`src/rtl/irq_pkg.sv`:
```
// Shared constants for the machine-mode interrupt controller: CSR addresses,
// interrupt bit positions, mcause encodings and FSM state encoding.
package irq_pkg;

    localparam logic [11:0] CSR_MSTATUS = 12'h300;
    localparam logic [11:0] CSR_MIE     = 12'h304;
    localparam logic [11:0] CSR_MIP     = 12'h344;

    // Interrupt bit positions, shared by mip and mie.
    localparam int BIT_MSI = 3;
    localparam int BIT_MTI = 7;
    localparam int BIT_MEI = 11;

    // mstatus bit positions.
    localparam int MSTATUS_MIE  = 3;
    localparam int MSTATUS_MPIE = 7;

    localparam logic [31:0] IRQ_MASK = 32'h0000_0888;

    localparam logic [31:0] CAUSE_MSI = 32'h8000_0003;
    localparam logic [31:0] CAUSE_MTI = 32'h8000_0007;
    localparam logic [31:0] CAUSE_MEI = 32'h8000_000B;

    typedef enum logic [1:0] {
        ST_IDLE = 2'd0,
        ST_REQ  = 2'd1,
        ST_TRAP = 2'd2
    } irq_state_e;

    // Fixed priority MEI > MSI > MTI over the enabled-and-pending vector.
    function automatic logic [31:0] irq_pick_cause(input logic [31:0] active);
        logic [31:0] cause;
        cause = '0;
        if (active[BIT_MEI])
            cause = CAUSE_MEI;
        else if (active[BIT_MSI])
            cause = CAUSE_MSI;
        else if (active[BIT_MTI])
            cause = CAUSE_MTI;
        return cause;
    endfunction

endpackage

```
`src/rtl/irq_sync.sv`:
```
// Synchronizer flop chain for an asynchronous single-bit input.
// SYNC_STAGES must be 2 or 3.
module irq_sync #(
    parameter int SYNC_STAGES = 2
) (
    input  logic clk,
    input  logic rst,
    input  logic d_i,
    output logic q_o
);

    logic [SYNC_STAGES-1:0] sync_q;

    // Shift the async input through the chain; cleared by reset.
    always_ff @(posedge clk) begin
        if (rst)
            sync_q <= '0;
        else
            sync_q <= {sync_q[SYNC_STAGES-2:0], d_i};
    end

    assign q_o = sync_q[SYNC_STAGES-1];

endmodule

```
`src/rtl/irq_ctrl.sv`:
```
// Machine-mode interrupt controller between the CLINT and the core trap logic.
// Holds mip/mie/mstatus.MIE/MPIE, arbitrates MEI > MSI > MTI and presents one
// trap request until acknowledged. MIE/MPIE stack on ack and unstack on mret.
//
// Build option: define IRQ_EXT_EDGE_EN to make mip.MEIP a sticky, rising-edge
// triggered bit (cleared by writing mip bit 11 = 0 or by acking an MEI trap).
// Without it MEIP follows the synchronized meip_i level.
//
// state | meaning
// IDLE  | no trap outstanding; raise a request when take is true
// REQ   | request held on irq_req_o/irq_cause_o until irq_ack_i
// TRAP  | core is in the handler; wait for mret_i or a nested take
module irq_ctrl
    import irq_pkg::*;
#(
    parameter int SYNC_STAGES = 2,
    parameter int CAUSE_W     = 32
) (
    input  logic               clk,
    input  logic               rst,
    input  logic               msip_i,
    input  logic               mtip_i,
    input  logic               meip_i,
    input  logic               csr_en,
    input  logic               csr_we,
    input  logic [11:0]        csr_addr,
    input  logic [31:0]        csr_wdata,
    output logic [31:0]        csr_rdata,
    output logic               irq_req_o,
    output logic [CAUSE_W-1:0] irq_cause_o,
    input  logic               irq_ack_i,
    input  logic               mret_i,
    output logic               irq_pending_o
);

    logic        meip_sync;
    logic        msip_q;
    logic        mtip_q;
    logic        meip_q;
    logic [31:0] mie_q;
    logic        mstatus_mie_q;
    logic        mstatus_mpie_q;
    irq_state_e  state_q;

    logic [31:0] mip_w;
    logic [31:0] mstatus_w;
    logic [31:0] active_w;
    logic [31:0] rd_data_w;
    logic        take_w;
    logic        csr_wr_w;

    assign csr_wr_w = csr_en & csr_we;

    irq_sync #(
        .SYNC_STAGES(SYNC_STAGES)
    ) u_meip_sync (
        .clk (clk),
        .rst (rst),
        .d_i (meip_i),
        .q_o (meip_sync)
    );

    // CLINT lines are already synchronous; register them straight into mip.
    always_ff @(posedge clk) begin
        if (rst) begin
            msip_q <= 1'b0;
            mtip_q <= 1'b0;
        end else begin
            msip_q <= msip_i;
            mtip_q <= mtip_i;
        end
    end

`ifdef IRQ_EXT_EDGE_EN
    logic meip_sync_prev_q;
    logic meip_d;
    logic meip_rise_w;
    logic meip_clr_w;

    assign meip_rise_w = meip_sync & ~meip_sync_prev_q;
    assign meip_clr_w  = (csr_wr_w && (csr_addr == CSR_MIP) && !csr_wdata[BIT_MEI])
                       || ((state_q == ST_REQ) && irq_ack_i
                           && (irq_cause_o == CAUSE_W'(CAUSE_MEI)));
    // A fresh edge beats a simultaneous clear so no event is lost.
    assign meip_d      = meip_rise_w | (meip_q & ~meip_clr_w);

    // Sticky external pending bit set on a synchronized rising edge.
    always_ff @(posedge clk) begin
        if (rst) begin
            meip_sync_prev_q <= 1'b0;
            meip_q           <= 1'b0;
        end else begin
            meip_sync_prev_q <= meip_sync;
            meip_q           <= meip_d;
        end
    end
`else
    // External pending bit follows the synchronized level.
    always_ff @(posedge clk) begin
        if (rst)
            meip_q <= 1'b0;
        else
            meip_q <= meip_sync;
    end
`endif

    // Assemble the architectural views of mip and mstatus.
    always_comb begin
        mip_w                       = '0;
        mip_w[BIT_MSI]              = msip_q;
        mip_w[BIT_MTI]              = mtip_q;
        mip_w[BIT_MEI]              = meip_q;
        mstatus_w                   = '0;
        mstatus_w[MSTATUS_MIE]      = mstatus_mie_q;
        mstatus_w[MSTATUS_MPIE]     = mstatus_mpie_q;
    end

    assign active_w      = mip_w & mie_q;
    assign take_w        = mstatus_mie_q & (|active_w);
    assign irq_pending_o = |active_w;

    // mie holds only the three implemented enable bits.
    always_ff @(posedge clk) begin
        if (rst)
            mie_q <= '0;
        else if (csr_wr_w && (csr_addr == CSR_MIE))
            mie_q <= csr_wdata & IRQ_MASK;
    end

    // CSR read mux.
    always_comb begin
        rd_data_w = '0;
        case (csr_addr)
            CSR_MSTATUS: rd_data_w = mstatus_w;
            CSR_MIE:     rd_data_w = mie_q;
            CSR_MIP:     rd_data_w = mip_w;
            default:     rd_data_w = '0;
        endcase
    end

    // Registered read data, held between reads.
    always_ff @(posedge clk) begin
        if (rst)
            csr_rdata <= '0;
        else if (csr_en && !csr_we)
            csr_rdata <= rd_data_w;
    end

    // Trap FSM with MIE/MPIE stacking; FSM updates are written after the CSR
    // write so they take precedence when both hit mstatus in one cycle.
    always_ff @(posedge clk) begin
        if (rst) begin
            state_q        <= ST_IDLE;
            irq_req_o      <= 1'b0;
            irq_cause_o    <= '0;
            mstatus_mie_q  <= 1'b0;
            mstatus_mpie_q <= 1'b0;
        end else begin
            if (csr_wr_w && (csr_addr == CSR_MSTATUS)) begin
                mstatus_mie_q  <= csr_wdata[MSTATUS_MIE];
                mstatus_mpie_q <= csr_wdata[MSTATUS_MPIE];
            end
            case (state_q)
                ST_IDLE: begin
                    if (mret_i) begin
                        mstatus_mie_q  <= mstatus_mpie_q;
                        mstatus_mpie_q <= 1'b1;
                    end
                    if (take_w) begin
                        state_q     <= ST_REQ;
                        irq_req_o   <= 1'b1;
                        irq_cause_o <= CAUSE_W'(irq_pick_cause(active_w));
                    end
                end
                ST_REQ: begin
                    if (irq_ack_i) begin
                        mstatus_mpie_q <= mstatus_mie_q;
                        mstatus_mie_q  <= 1'b0;
                        irq_req_o      <= 1'b0;
                        state_q        <= ST_TRAP;
                    end
                end
                ST_TRAP: begin
                    if (mret_i) begin
                        mstatus_mie_q  <= mstatus_mpie_q;
                        mstatus_mpie_q <= 1'b1;
                        state_q        <= ST_IDLE;
                    end else if (take_w) begin
                        state_q     <= ST_REQ;
                        irq_req_o   <= 1'b1;
                        irq_cause_o <= CAUSE_W'(irq_pick_cause(active_w));
                    end
                end
                default: begin
                    state_q   <= ST_IDLE;
                    irq_req_o <= 1'b0;
                end
            endcase
        end
    end

endmodule

```
`config.mk`:
```
export PLATFORM = sky130hd
export DESIGN_NAME = irq_ctrl
export DESIGN_NICKNAME = d
export VERILOG_FILES = /design/src/rtl/irq_pkg.sv /design/src/rtl/irq_sync.sv /design/src/rtl/irq_ctrl.sv
export SDC_FILE = /design/constraint.sdc
export NUM_CORES = 1
export LEC_CHECK = 0
export ABC_AREA = 1
export ABC_CLOCK_PERIOD_IN_PS = 1300
export CAP_MARGIN = 20
export CORE_MARGIN = 10
export CORE_UTILIZATION = 32
export DETAILED_ROUTE_END_ITERATION = 10
export PLACE_DENSITY_LB_ADDON = 0.05
export SETUP_SLACK_MARGIN = 0.5
export SLEW_MARGIN = 20
export SYNTH_ARGS = -nofsm -noshare
export SYNTH_HDL_FRONTEND = slang
export SYNTH_HIERARCHICAL = 1
export SYNTH_SLANG_ARGS = --single-unit
```
`constraint.sdc`:
```
create_clock -name clk -period 1.3 [get_ports clk]
set_input_delay 0.13 -clock clk [delete_from_list [all_inputs] [get_ports clk]]
set_output_delay 0.13 -clock clk [all_outputs]
set_load 0.02 [all_outputs]
```
==> summary.txt <==
Global routing
  – First-pass GRT wire length: 5850 um
  – GRT Resource Usage Total: 9.59%
  – Largest net degree at the start of global routing: 13
  – Total grt overflow: 0
  – Initial antenna violation count: 0
  – Number of global-route vias before repair: around 1300

STA
  – Skew final: ~0.0016 ns
  – RSZ-0062 raised after global routing: true
  – Fin. max-slew vios: 0
  – Worst hold slack: 0.323 ns
  – Final Cycle Share: 87.6%
  – Fin crit period: 1.14 ns
  – Final hold violation count: 0
  – Setup violations, final: 0
  – Max frequency: 0.878 GHz

Setup path
  – FF-to-FF End: irq_cause_o[2]
  – Critical path type: flip-flop to output pin
  – Crit path buf inv count: 2
  – Crit path capture type: output pin
  – Startpoint Class: flip-flop
  – Data required time of the worst path: between 1 and 1.5 ns
  – Slowest CP cell: dfxtp_2
  – CP delay by family, top: flip-flops
  – Crit-path cells: nand2_2, nand3_4, buf_4, buf_6
  – Max incr delay on CP: 0.33 ns
  – Worst r2r src: mie_q[11]
  – Crit path DAT: approximately 1.0 ns
  – Worst R2R Setup Slack: 0.17 ns
  – Crit Path Max Fanout: 2
  – Depth of the most critical reg-to-reg path: 8

Hold path
  – Hold_sp: csr_we
  – Hold endpoint: csr_rdata[7]
  – Hold Path Stages: 4
  – Hold/Removal Path Class: primary input to flip-flop

Clock network
  – CTS root buffer: clkbuf_8
  – Worst-skew pair later-pin latency: ~0.25 ns
  – H-tree Lvls: 1
  – Hold buffers post-CTS: 0
  – Num CTS Buffers: 3
  – CTS tree: done
  – Clk buf depth: 2
  – Clock sinks: 19
  – Worst-path clk slew: around 0.070 ns

Yosys
  – Cell area after synthesis: ~1400 um2
  – Yosys top cell area share: a little under a third
  – Synthesized instance count: around 200
  – Async SR Flop Fraction: 0%
  – #FFs+latches synth: 19
  – Synth Flop Type: dfxtp_1
  – Synth unique cells: 20
  – Cell with the most instances after synthesis: buf_4
  – Cell accounting for the most synthesized area: buf_4
  – Register area share after synthesis: 27.8%
  – EDFF count, synth: 0
  – Syn Area/Cell: approximately 7 um2
  – Ranking of synthesized cells by area: buf_4, dfxtp_1, nand2_1
  – Synth warnings: 6
  – List of most frequent post-synthesis cells: buf_4, nand2_1, inv_1, dfxtp_1, nor2_1

Placed design
  – Placed instance count: roughly 280
  – Port bufs: 33
  – Final GP Congestion: 0.746
  – Post-DP HPWL: 2940 um

Power
  – P_leak: 0.989 nW
  – Pwr/cell area: just under 700 nW/um2
  – PnR Total Power: around 1.3 mW
  – Worst VDD drop: just under 0.8 mV

Detailed routing
  – DR vias: 1190
  – Antenna-violating nets left: 0
  – DRC: 0
  – Overall routed net length: about 3600 um
  – Wire per inst: around 12 um
  – Iteration-0 DRC Markers: 10
  – Initial DRT Pass Iterations: 3
  – Routed vias/inst: just under 4

Floorplanning
  – Site Rows: 23
  – Top Ports: about 120
  – Starting density of the core: around a third
  – Die height: roughly 85 um
  – Chip Width: around 85 um
  – Die Area: roughly 7300 um2
  – Core footprint: roughly 4100 um2

Final layout
  – Nets: just over 300
  – Layout cells sized above 1: 46.4%
  – # fillers: around 430
  – Area of the multi-input gates: ~870 um2
  – Fin cells: 300
  – Synth-to-Final Area Change: 44.0%
  – Antenna Cells: 0
  – Seq. cell area: between 400 and 500 um2

Run status
  – Status: completed

Flow run
  – MaxCap Viol Count: 0
## metal layers
layer  part of all wire, %  vias up  GRT usage [%]
met1                    35      542           8.45
met4                  0.64        0          0.898
met2                    55       43           19.1
met5                     0        -              0
met3                   9.5        2           5.07
li1                      -      603              -
## what timing repair did
item                                    4_1_cts  5_1_grt
buffers inserted                             11        6
pin swaps                                    35       18
resized for setup                           151       20
endpoints found under the setup margin       24       24
## stage by stage
step,area (um2),setup WS [ns],TNS [ns],util [%]
finish,1970,0.162,0,48.5
floorplan,1640,0.267,0,-
detailed placement,1630,-0.161,-0.965,40.3
global route,1970,0.0902,0,48.5
global placement,1630,-0.115,-0.720,40.3
CTS,1870,0.180,0,46.2
## worst register-to-register path, stage by stage (launching register included)
cell	delay, ns
dfxtp_2	0.35
nand2_2	0.08
nand3_4	0.08
buf_6	0.10
nand2_4	0.05
nor2_4	0.18
o21ai_2	0.07
o21ai_1	0.07
nor2_1	0.05
## worst max path at each step
stage | cells after the start | from | slack (ns) | to
final | 4 | mie_q[3] | 0.16 | irq_pending_o
after detailed placement | 9 | csr_addr[2] | -0.16 | csr_rdata[3]
after global routing | 8 | mie_q[11] | 0.09 | irq_cause_o[2]
after floorplan | 7 | mie_q[3] | 0.27 | irq_cause_o[2]
after global placement | 9 | csr_addr[2] | -0.12 | csr_rdata[7]
after CTS | 8 | mie_q[7] | 0.18 | irq_cause_o[2]
## power breakdown
part | internal, mW | switching [mW] | total, mW
logic | 0.0888 | 0.235 | 0.324
clock network | 0.217 | 0.185 | 0.403
registers | 0.591 | 0.00870 | 0.600
total | 0.898 | 0.429 | 1.33
## final cells by class
class | count | area share, %
Multi-Input combinational cell | 147 | 44.2
Timing Repair Buffer | 55 | 25.0
Sequential cell | 19 | 20.4
Inverter | 25 | 5.02
Tap cell | 50 | 3.18
Clock buffer | 4 | 2.29
## state kept, by name, indices dropped and copies added, names as in the netlist
signal / flops
meip_q: 1
mstatus_mie_q: 1
u_meip_sync/sync_q: 2
irq_req_o: 1
mie_q: 3
msip_q: 1
mstatus_mpie_q: 1
mtip_q: 1
irq_cause_o: 3
csr_rdata: 3
state_q: 2
## cells in the final DEF, fill, tap and decap left out
cell             count
buf_6               16
nand3_4              1
o21ai_0              1
dfxtp_1              4
buf_12               1
nand2_2              7
nand2_1             16
nand4_4              1
o21ai_1              5
clkdlybuf4s50_1      9
dfxtp_4              1
a21oi_2              4
clkbuf_8             3
clkdlybuf4s15_1      1
nand2_4              4
inv_1               17
nand3_2             12
buf_2                6
nor2_4              12
o21a_1               1
nand4_1              2
o21ai_2              4
inv_6                1
clkbuf_2             2
nor2_2               1
nand3b_1             1
buf_4               19
nor2_1              10
dfxtp_2             14
nand3_1              1
a21oi_1              8
clkbuf_1             1
conb_1              56
dlygate4sd2_1        1
inv_2                7
## kinds of logic after synthesis
group,Yosys count,synth area share (%)
buffers and inverters,84,39.0
AND/OR/NAND/NOR,68,23.8
AO/OA/AOI/OAI,23,9.15
flip-flops,19,27.8
other,1,0.274
(Power assumes the default switching activity.)
